$ cat src/rtl/sram_access_arbiter.sv
// Two-port round-robin arbiter and timing sequencer for a single 4096x8 SRAM macro.
// Build option: SRAM_ARB_FIXED_PRIO_EN selects fixed priority (port 0 wins) instead of round-robin.
module sram_access_arbiter #(
    parameter int ADDR_W       = 12,
    parameter int DATA_W       = 8,
    parameter int WR_CYCLES    = 2,
    parameter int SENSE_CYCLES = 1
) (
    input  logic                  clk,
    input  logic                  reset,
    input  logic [1:0]            req_valid,
    input  logic [1:0]            req_we,
    input  logic [2*ADDR_W-1:0]   req_addr,
    input  logic [2*DATA_W-1:0]   req_wdata,
    output logic [1:0]            req_ready,
    output logic [1:0]            rsp_valid,
    output logic [DATA_W-1:0]     rsp_rdata,
    output logic                  busy,
    output logic                  sram_write_en,
    output logic                  sram_sense_en,
    output logic [ADDR_W-1:0]     sram_addr,
    output logic [DATA_W-1:0]     sram_din,
    input  logic [DATA_W-1:0]     sram_dout
);

    localparam int CNT_MAX = (WR_CYCLES > SENSE_CYCLES) ? WR_CYCLES : SENSE_CYCLES;
    localparam int CNT_W   = (CNT_MAX > 1) ? $clog2(CNT_MAX) : 1;

    typedef enum logic [1:0] {
        IDLE  = 2'd0,
        WRITE = 2'd1,
        SENSE = 2'd2,
        LATCH = 2'd3
    } state_t;

    state_t              state_r;
    logic [CNT_W-1:0]    cnt_r;
    logic                owner_r;
    logic                rr_ptr_r;
    logic                grant_s;
    logic                accept_s;
    logic [ADDR_W-1:0]   sel_addr_s;
    logic [DATA_W-1:0]   sel_wdata_s;
    logic                sel_we_s;

    // Grant selection; with fixed priority rr_ptr_r is held at 0 so port 0 wins ties.
    always_comb begin
        grant_s = 1'b0;
        case (req_valid)
            2'b01:   grant_s = 1'b0;
            2'b10:   grant_s = 1'b1;
            2'b11:   grant_s = rr_ptr_r;
            default: grant_s = 1'b0;
        endcase
    end

    // Ready is offered only in IDLE and is forced low while reset is asserted.
    always_comb begin
        req_ready = 2'b00;
        if (!reset && (state_r == IDLE) && (req_valid != 2'b00)) begin
            req_ready[grant_s] = 1'b1;
        end else begin
            req_ready = 2'b00;
        end
    end

    // Command fields of the granted port.
    always_comb begin
        if (grant_s) begin
            sel_addr_s  = req_addr[2*ADDR_W-1:ADDR_W];
            sel_wdata_s = req_wdata[2*DATA_W-1:DATA_W];
            sel_we_s    = req_we[1];
        end else begin
            sel_addr_s  = req_addr[ADDR_W-1:0];
            sel_wdata_s = req_wdata[DATA_W-1:0];
            sel_we_s    = req_we[0];
        end
        accept_s = |(req_valid & req_ready);
    end

    // Sequencer FSM with all macro-facing and response outputs registered.
    always_ff @(posedge clk or posedge reset) begin
        if (reset) begin
            state_r       <= IDLE;
            cnt_r         <= {CNT_W{1'b0}};
            owner_r       <= 1'b0;
            rr_ptr_r      <= 1'b0;
            rsp_valid     <= 2'b00;
            rsp_rdata     <= {DATA_W{1'b0}};
            busy          <= 1'b0;
            sram_write_en <= 1'b0;
            sram_sense_en <= 1'b1;
            sram_addr     <= {ADDR_W{1'b0}};
            sram_din      <= {DATA_W{1'b0}};
        end else begin
            rsp_valid <= 2'b00;
            case (state_r)
                IDLE: begin
                    if (accept_s) begin
                        owner_r   <= grant_s;
                        sram_addr <= sel_addr_s;
                        sram_din  <= sel_wdata_s;
                        cnt_r     <= {CNT_W{1'b0}};
                        busy      <= 1'b1;
`ifdef SRAM_ARB_FIXED_PRIO_EN
                        rr_ptr_r  <= 1'b0;
`else
                        rr_ptr_r  <= ~grant_s;
`endif
                        if (sel_we_s) begin
                            state_r       <= WRITE;
                            sram_write_en <= 1'b1;
                        end else begin
                            state_r       <= SENSE;
                            sram_sense_en <= 1'b0;
                        end
                    end else begin
                        busy <= 1'b0;
                    end
                end
                WRITE: begin
                    if (cnt_r == CNT_W'(WR_CYCLES - 1)) begin
                        state_r       <= IDLE;
                        sram_write_en <= 1'b0;
                        busy          <= 1'b0;
                        cnt_r         <= {CNT_W{1'b0}};
                    end else begin
                        cnt_r <= cnt_r + CNT_W'(1);
                    end
                end
                SENSE: begin
                    if (cnt_r == CNT_W'(SENSE_CYCLES - 1)) begin
                        state_r       <= LATCH;
                        sram_sense_en <= 1'b1;
                        cnt_r         <= {CNT_W{1'b0}};
                    end else begin
                        cnt_r <= cnt_r + CNT_W'(1);
                    end
                end
                LATCH: begin
                    rsp_rdata          <= sram_dout;
                    rsp_valid[owner_r] <= 1'b1;
                    state_r            <= IDLE;
                    busy               <= 1'b0;
                    cnt_r              <= {CNT_W{1'b0}};
                end
                default: begin
                    state_r       <= IDLE;
                    busy          <= 1'b0;
                    sram_write_en <= 1'b0;
                    sram_sense_en <= 1'b1;
                    cnt_r         <= {CNT_W{1'b0}};
                end
            endcase
        end
    end

endmodule

$ cat config.mk
export PLATFORM = sky130hd
export DESIGN_NAME = sram_access_arbiter
export DESIGN_NICKNAME = d
export VERILOG_FILES = /design/src/rtl/sram_access_arbiter.sv
export SDC_FILE = /design/constraint.sdc
export NUM_CORES = 1
export LEC_CHECK = 0
export CORE_ASPECT_RATIO = 1.4
export CORE_MARGIN = 1.5
export CORE_UTILIZATION = 31
export CTS_CLUSTER_DIAMETER = 120
export DETAILED_ROUTE_END_ITERATION = 8
export GPL_TIMING_DRIVEN = 0
export PLACE_DENSITY = 0.69
export SLEW_MARGIN = 30
export SYNTH_ARGS = -nofsm -noshare
export SYNTH_HDL_FRONTEND = slang
export SYNTH_SLANG_ARGS = --single-unit
$ cat constraint.sdc
create_clock -name clk -period 1.4 [get_ports clk]
set_input_delay 0.35 -clock clk [delete_from_list [all_inputs] [get_ports clk]]
set_output_delay 0.35 -clock clk [all_outputs]
set_load 0.1 [all_outputs]
==> results_dict.tcl <==
set metrics [dict create \
    synth_top_cell_by_area "dfrtp_1" \
    ff2ff_setup_slack_ns -0.06 \
    synth_edf_count 0 \
    fillers 478 \
    postRouteAntennaNets 0 \
    hold_viol_final 0 \
    syn_inst 124 \
    drt_iter0_drc 27 \
    dr.pass1.iters 4 \
    synth.net_count 178 \
    skew_ns 0.00786 \
    yosys.area.top_type_share 0.570 \
    cts_tree "built" \
    cap_violations 0 \
    path_clk_slew_ns 0.08 \
    period_minus_slack_ns 1.83 \
    h-tree-depth 2 \
    critPathRequiredTime_ns 1.05 \
    reg2reg_from "state_r[1]" \
    grt_pass1_vias 1515 \
    ys_types 25 \
    synth_area_um2 1630 \
    fin_crit_sh 1.31 \
    crit_family "flip-flops" \
    routed_wl_mm 4.52 \
    crit_chain "o21ai_2 > nor4_4 > clkbuf_16 > buf_16" \
    clock_latency_ns 0.29 \
    tns_ns -1.77 \
    grt_overflow 0 \
    route.detailed.drc 0 \
    slowest_delay_ns 0.42 \
    startpoint "rr_ptr_r" \
    final_util 0.561 \
    dr_wl_met3_um 451 \
    syn_avg_cell_area_um2 13.1 \
    arrival_ns 1.48 \
    slew-limit-headroom 0.693 \
    startpoint_type "flop" \
    ctsHoldBuffers 0 \
    die_w_um 64.2 \
    antenna_found_initial 0 \
    area_growth_pct 76.8 \
    yosys_warnings 0 \
    r2r-end "sram_din[5]" \
    ys.flop_type "dfrtp_1" \
    async_flop_share 1.00 \
    rsz0062_at_grt "true" \
    finalSetupViolations 21 \
    clock.fmax_mhz 547 \
    cts_buffer_depth 2 \
    dr.max_layer_used "met4" \
    numClockSinks 38 \
    via_per_inst 4.86 \
    synth.most_common_cell "dfrtp_1" \
    cp.buffers_inverters 2 \
    via_count 1449 \
    cts_buffers 5 \
    wl_met1_mm 1.90 \
    start_util 0.317 \
    hold_class "input port to asynchronous set/reset pin" \
    synth_top_cells_by_area "dfrtp_1, a22o_1, a21o_1, mux2_2, buf_6" \
    crit_type "flop to output pin" \
    wl_per_cell_um 15.2 \
    grt_pass1_wl_mm 7.10 \
    status "finished, violations left" \
    drive_gt1_frac 0.366 \
    post-dp-hpwl_mm 3.13 \
    grt_use_total 0.162 \
    endpoint_kind "output pin" \
    violations "setup timing" \
    met2_length_mm 2.13 \
    port_buffers 88 \
    clockRootBuffer "clkbuf_8" \
    ios 89 \
    reg2reg_depth 6 \
    dpl_cell_area_um2 2660 \
    synth-seq-cells 38 \
    critical_path.slowest_cell "dfrtp_1" \
    worstPathMaxFanout 3 \
    diodes 0 \
    synth-seq-area-share 0.586 \
    gp_congestion 0.720 \
    fin_nets 285 \
    die_area_um2 5690 \
    final_area_um2 2870 \
    drv_slew 0 \
    fin_ws_ns -0.427 \
    core_area_um2 5120 \
    num_rows 31 \
    synth_commonest_cells "dfrtp_1, a21o_1, a22o_1" \
    tightest_slew_ns 0.460 \
    fp.dieH_um 88.7 \
    grt_max_degree 21 \
]
-- area by class of cell --
| type | count | area, µm² | share of cell area |
|---|---|---|---|
| plain buffers | 7 | 97.6 | 0.0340 |
| clock buffers | 5 | 68.8 | 0.0240 |
| clock inverters | 3 | 45.0 | 0.0157 |
| inverters | 4 | 15.0 | 0.00523 |
| multi-input cells | 74 | 642 | 0.223 |
| flip-flops and latches | 38 | 953 | 0.332 |
| well taps | 66 | 82.6 | 0.0287 |
| repair buffers | 101 | 968 | 0.337 |
-- worst reg2reg max path: cells and delay by family (launching register included) --
kind | cells | cell delay, ns
flip-flops | 1 | 0.42
buffers and inverters | 2 | 0.28
AND/OR/NAND/NOR | 1 | 0.21
AO/OA/AOI/OAI | 3 | 0.44
-- worst max-delay path by stage --
| stage | endpoint | slack [ns] | cells past startpoint |
|---|---|---|---|
| after detailed placement | req_ready[1] | -1.77 | 5 |
| after floorplan | req_ready[1] | -0.04 | 3 |
| after global placement | req_ready[1] | -1.78 | 5 |
| after global routing | req_ready[1] | -0.48 | 4 |
| after CTS | req_ready[1] | -0.41 | 4 |
| final | req_ready[1] | -0.43 | 4 |
-- registers in the layout (all words and copies together) (netlist names), 2 cells and up --
signal and flops:
sram_addr 12, sram_din 8, rsp_valid 2, rsp_rdata 8, state_r 2
-- layer usage --
layer | GRT usage | vias up
met2 | 0.275 | 78
met4 | 0.0503 | 0
li1 | - | 673
met3 | 0.0674 | 6
met5 | 0 | -
met1 | 0.187 | 692
-- logic make-up after synthesis --
| kind of cell | count (synthesis) | synth area share |
|---|---|---|
| AO/OA/AOI/OAI | 54 | 0.256 |
| XOR/XNOR | 1 | 0.00539 |
| buffers and inverters | 12 | 0.0485 |
| flip-flops | 38 | 0.586 |
| multiplexers | 9 | 0.0616 |
| AND/OR/NAND/NOR | 10 | 0.0431 |
-- placed cells by master (no fill, tap or decap), types with 2 or more instances in the layout --
master and n:
clkdlybuf4s50_1 50, mux2_2 8, clkbuf_8 5, a21o_1 22, buf_6 7, clkinvlp_4 2, o21ai_0 2, dfrtp_1 36
a21oi_1 2, buf_12 4, inv_1 3, buf_4 41, clkbuf_2 2, buf_16 2, nand2_1 2, a22o_1 21
-- metrics by stage --
step / std cells / hold WS (ns) / worst slack, ns
2_1_floorplan: 124 / 0.419 / -0.0413
3_5_place_dp: 279 / 0.443 / -1.77
4_1_cts: 295 / 0.318 / -0.407
6_report: 298 / 0.310 / -0.427
5_1_grt: 298 / 0.341 / -0.475
3_3_place_gp: 278 / 0.442 / -1.78
-- what timing repair did --
item / 4_1_cts / 5_1_grt
gates cloned: 1 / 0
pin swaps: 3 / 24
buffers inserted: 7 / 4
resized for setup: 230 / 13
setup endpoints to repair: 63 / 29
Power is not shown: default switching activity piles up to over one toggle a cycle in this logic, so the estimate is an artifact.
==> edit 1 (config.mk and constraints unchanged) <==
Re-encode `state_t` (4 states) as one-hot, 4 bits wide.
--- a/src/rtl/sram_access_arbiter.sv
+++ b/src/rtl/sram_access_arbiter.sv
@@ -26,11 +26,11 @@
     localparam int CNT_MAX = (WR_CYCLES > SENSE_CYCLES) ? WR_CYCLES : SENSE_CYCLES;
     localparam int CNT_W   = (CNT_MAX > 1) ? $clog2(CNT_MAX) : 1;
 
-    typedef enum logic [1:0] {
-        IDLE  = 2'd0,
-        WRITE = 2'd1,
-        SENSE = 2'd2,
-        LATCH = 2'd3
+    typedef enum logic [3:0] {
+        IDLE  = 4'b0001,
+        WRITE = 4'b0010,
+        SENSE = 4'b0100,
+        LATCH = 4'b1000
     } state_t;
 
     state_t              state_r;
Formal check against the unedited RTL: no difference found for any inputs over 10 cycles, from zero or initial values and one cycle with reset high; not proved beyond that.
==> edit 1 against the unedited design <==
The run still ends with setup timing left; sequential cell count grew 2; highest routed layer unchanged; synthesized area grew 17%; first-iteration DRC count grew 78%; die area grew 16%; largest cell class unchanged; design area grew 26%; worst setup slack lost 0.46 ns; wire length grew 17%.
==> edit 1: results <==
group,metric,value,unit
grt,grt_usage,15.8,%
placement,dpl.hpwl,3520,µm
cells_and_area,layout.nets,339,
synth,synth-xor-area-share,0.461,%
drt,wl,5270,µm
outcome,status,"complete, but fails checks",
synth,postSynthNetCount,217,
cells_and_area,drive_gt1_share,50.0,%
critical_path,cp_data_arrival_time,1.94,ns
critical_path,rr_startpoint,"state_r[0]",
outcome,failed_checks,"setup timing",
critical_path,reg2reg_to,"owner_r",
drt,viasPerCell,4.79,
critical_path,rr_worst_depth,11,
grt,grt_first_pass_wirelength,8280,µm
clock_network,insertion_delay,0.29,ns
drt,drt_iter0_markers,48,
critical_path,cpPeakStageDelay,0.56,ns
grt,vias_in_the_first_global_route,1712,
critical_path,critical_path.slowest_cell,"sky130_fd_sc_hd__dfstp_2",
sta,postLayoutSetupSlackWorst,-0.888,ns
placement,io_buffers,88,
sta,fin_tns_setup,-17.64,ns
placement,routabilityCongestion,0.799,
synth,synth.area.mux_share,16.4,%
synth,synth_compound_gate_area_share,14.0,%
synth,yosys-top-cells-area,"sky130_fd_sc_hd__dfrtp_1 (50%), sky130_fd_sc_hd__mux2i_1 (11%), sky130_fd_sc_hd__a21oi_2 (7.4%)",
critical_path,crit_fanout,4,
synth,seq_area_frac_synth,52.8,%
grt,pin_count_of_the_biggest_net_entering_global_routing,24,
run,cap_violations,0,
sta,worstMarginPinSlew,0.444,ns
clock_network,cts_root_buffer,"sky130_fd_sc_hd__clkbuf_8",
sta,number_of_failing_setup_endpoints_in_the_final_timing_report,31,
synth,netlist-cell-type-count,32,
sta,worst_clock_skew,0.00695,ns
critical_path,rrSetupSlack,-0.81,ns
synth,netlist_top_cells_count,"sky130_fd_sc_hd__dfrtp_1 (38), sky130_fd_sc_hd__nor2_1 (26), sky130_fd_sc_hd__mux2i_1 (21), sky130_fd_sc_hd__a21oi_2 (16), sky130_fd_sc_hd__mux2_2 (9)",
==> edit 1: area by class of cell <==
class	instances	area (µm²)
Multi-Input combinational cell	110	1050
Tap cell	70	87.6
Timing Repair Buffer	116	1260
Clock buffer	5	68.8
Buffer	7	108
Sequential cell	40	1010
Inverter	5	18.8
Fill cell	487	2280
Clock inverter	3	18.8
==> edit 1: layer usage <==
layer / vias to the layer above / GRT usage [%] / wire, µm
met4: 0 / 6.86 / 125
met5: - / 0 / 0
met1: 825 / 16.5 / 1860
met2: 54 / 30.3 / 3060
met3: 12 / 3.59 / 218
li1: 816 / - / -
==> edit 1: cells by family after synthesis <==
group,after synthesis
XOR/XNOR,1
multiplexers,30
buffers and inverters,13
AND/OR/NAND/NOR,44
flip-flops,40
AO/OA/AOI/OAI,35
==> edit 1: power breakdown <==
| part | internal [µW] | total (µW) | leakage, µW | switching [µW] |
|---|---|---|---|---|
| Clock | 347 | 761 | 0.0000479 | 414 |
| Combinational | 2130 | 6460 | 0.00107 | 4340 |
| Sequential | 1650 | 2070 | 0.000478 | 421 |
| Total | 4120 | 9290 | 0.00159 | 5170 |
==> edit 1: critical path, delay by kind of cell, from the launching register on <==
kind,cells,cell delay (ns)
simple gates,3,0.90
buf+inv,1,0.19
flops,1,0.56
==> edit 1: worst max path at each step <==
stage,endpoint,start
after floorplan,req_ready[0],state_r[0]
after global placement,req_ready[0],req_valid[1]
after detailed placement,req_ready[1],req_valid[1]
after CTS,req_ready[1],state_r[0]
after global routing,req_ready[1],state_r[0]
final,req_ready[1],state_r[0]
==> edit 1: what timing repair did <==
action                                  in CTS  in global routing
setup buffers                               15                 10
pin swaps                                    4                  5
endpoints found under the setup margin      72                 44
gates resized for setup                    238                 32
gates cloned                                 4                  0
==> edit 1: stage by stage <==
step	std cells	power (µW)	area (µm²)	hold slack [ns]	worst slack, ns
global placement	321	7780	3050	0.443	-1.66
CTS	349	9020	3440	0.398	-0.986
global route	356	9660	3620	0.450	-0.935
floorplan	163	6510	2080	0.424	-0.871
detailed placement	322	7830	3070	0.449	-1.67
finish	356	9290	3620	0.424	-0.888
==> edit 2 (same flow settings) <==
Without the edit above. `WR_CYCLES`: 2 -> 4.
--- a/src/rtl/sram_access_arbiter.sv
+++ b/src/rtl/sram_access_arbiter.sv
@@ -3,7 +3,7 @@
 module sram_access_arbiter #(
     parameter int ADDR_W       = 12,
     parameter int DATA_W       = 8,
-    parameter int WR_CYCLES    = 2,
+    parameter int WR_CYCLES    = 4,
     parameter int SENSE_CYCLES = 1
 ) (
     input  logic                  clk,
Formal check against the unedited RTL: not equivalent (Yosys sat finds a counterexample within 4 cycles, from zero or initial values and one cycle with reset high).
==> edit 2 against the unedited design <==
Final cell count is 14% higher; the flow still finishes with violations (setup timing); via count is 18% higher; largest cell class unchanged; worst setup slack worse by 0.051 ns; wire length is 18% higher; sequential cell count is 1 higher; synthesized area is 15% higher; core utilization is 1.1 points lower; global-route usage is 1.1 points higher; design area is 12% higher; count of clock-buffer cells in the layout stayed put; fmax is 2.7% lower.
Power is left out: the tool's default activity adds up to more than one toggle a clock period on the data nets, which glitch-free logic cannot reach.
==> edit 2: results <==
group,metric,value,unit
critical_path,rr_startpoint,"state_r[0]",
critical_path,worst_setup_path_endpoint,"req_ready[0]",
sta,postLayoutSetupSlackWorst,-0.479,ns
cells_and_area,nFillCells,533,
drt,drt_iter0_markers,60,
cells_and_area,layout.nets,331,
placement,dpl.hpwl,3610,µm
clock_network,cts_made_buffers,5,
synth,seq_area_frac_synth,52.5,%
drt,viasPerCell,5.00,
synth,yosys-top-cells-area,"sky130_fd_sc_hd__dfrtp_1 (51%), sky130_fd_sc_hd__a221o_1 (11%), sky130_fd_sc_hd__and2_0 (5.4%)",
grt,grt_usage,17.3,%
sta,worst_clock_skew,0.00598,ns
placement,place_ws,-1.66,ns
grt,pin_count_of_the_biggest_net_entering_global_routing,22,
grt,vias_in_the_first_global_route,1766,
critical_path,reg2reg_to,"sram_din[7]",
cells_and_area,largest_registers,"sram_addr x12, rsp_rdata x8, sram_din x8",
outcome,status,"complete, but fails checks",
synth,postSynthNetCount,215,
grt,grt_first_pass_wirelength,8250,µm
synth,synthCells,154,
sta,worst_hold_slack,0.318,ns
critical_path,rrSetupSlack,-0.28,ns
sta,number_of_failing_setup_endpoints_in_the_final_timing_report,27,
sta,fin_tns_setup,-6.63,ns
cells_and_area,drive_gt1_share,37.3,%
critical_path,crit_fanout,4,
cells_and_area,post_layout_nonfiller_instances,341,
critical_path,rr_worst_depth,8,
critical_path,cpPeakStageDelay,0.40,ns
placement,routabilityCongestion,0.817,
placement,detailed_place.area,0.00290,mm²
outcome,failed_checks,"setup timing",
clock_network,clock_path_buffers,2,
synth,ys_warn_count,0,
sta,worstMarginPinSlew,0.477,ns
critical_path,cp_data_arrival_time,1.53,ns
synth,netlist-cell-type-count,36,
synth,netlist_top_cells_count,"sky130_fd_sc_hd__dfrtp_1 (38), sky130_fd_sc_hd__a221o_1 (20), sky130_fd_sc_hd__and2_0 (16), sky130_fd_sc_hd__inv_1 (8), sky130_fd_sc_hd__mux2_2 (8)",
placement,placed_cells,313,
drt,wl,5310,µm
clock_network,cts_resized,237,
clock_network,cts_setup_buffers,11,
[edit 2: cell type report]
type / instances / area, µm² / area share, %
timing repair buffer: 109 / 1030 / 32.1
buffer: 7 / 104 / 3.24
tap: 70 / 87.6 / 2.73
multi-input combinational: 99 / 882 / 27.5
clock buffer: 5 / 68.8 / 2.15
sequential: 39 / 978 / 30.5
clock inverter: 3 / 20.0 / 0.625
inverter: 9 / 33.8 / 1.05
[edit 2: layer usage]
metal	part of all wire, %	wire (µm)	GRT usage, %	vias to the layer above
met2	52	2780	30.8	63
met3	7.5	396	5.96	11
met4	2.0	106	5.67	0
met5	0	0	0	-
met1	38	2030	18.3	829
li1	-	-	-	801
[edit 2: logic make-up (layout without fill, tap and decap cells)]
group                      Yosys count  in the layout  synth area share [%]
AOI/OAI and AO/OA                   40             40                  17.9
adders and majority gates            7              7                  4.70
buffers and inverters               16            133                  4.97
DFF                                 39             39                  52.5
muxes                                8              8                  4.84
and+or+nand+nor                     44             44                  15.1
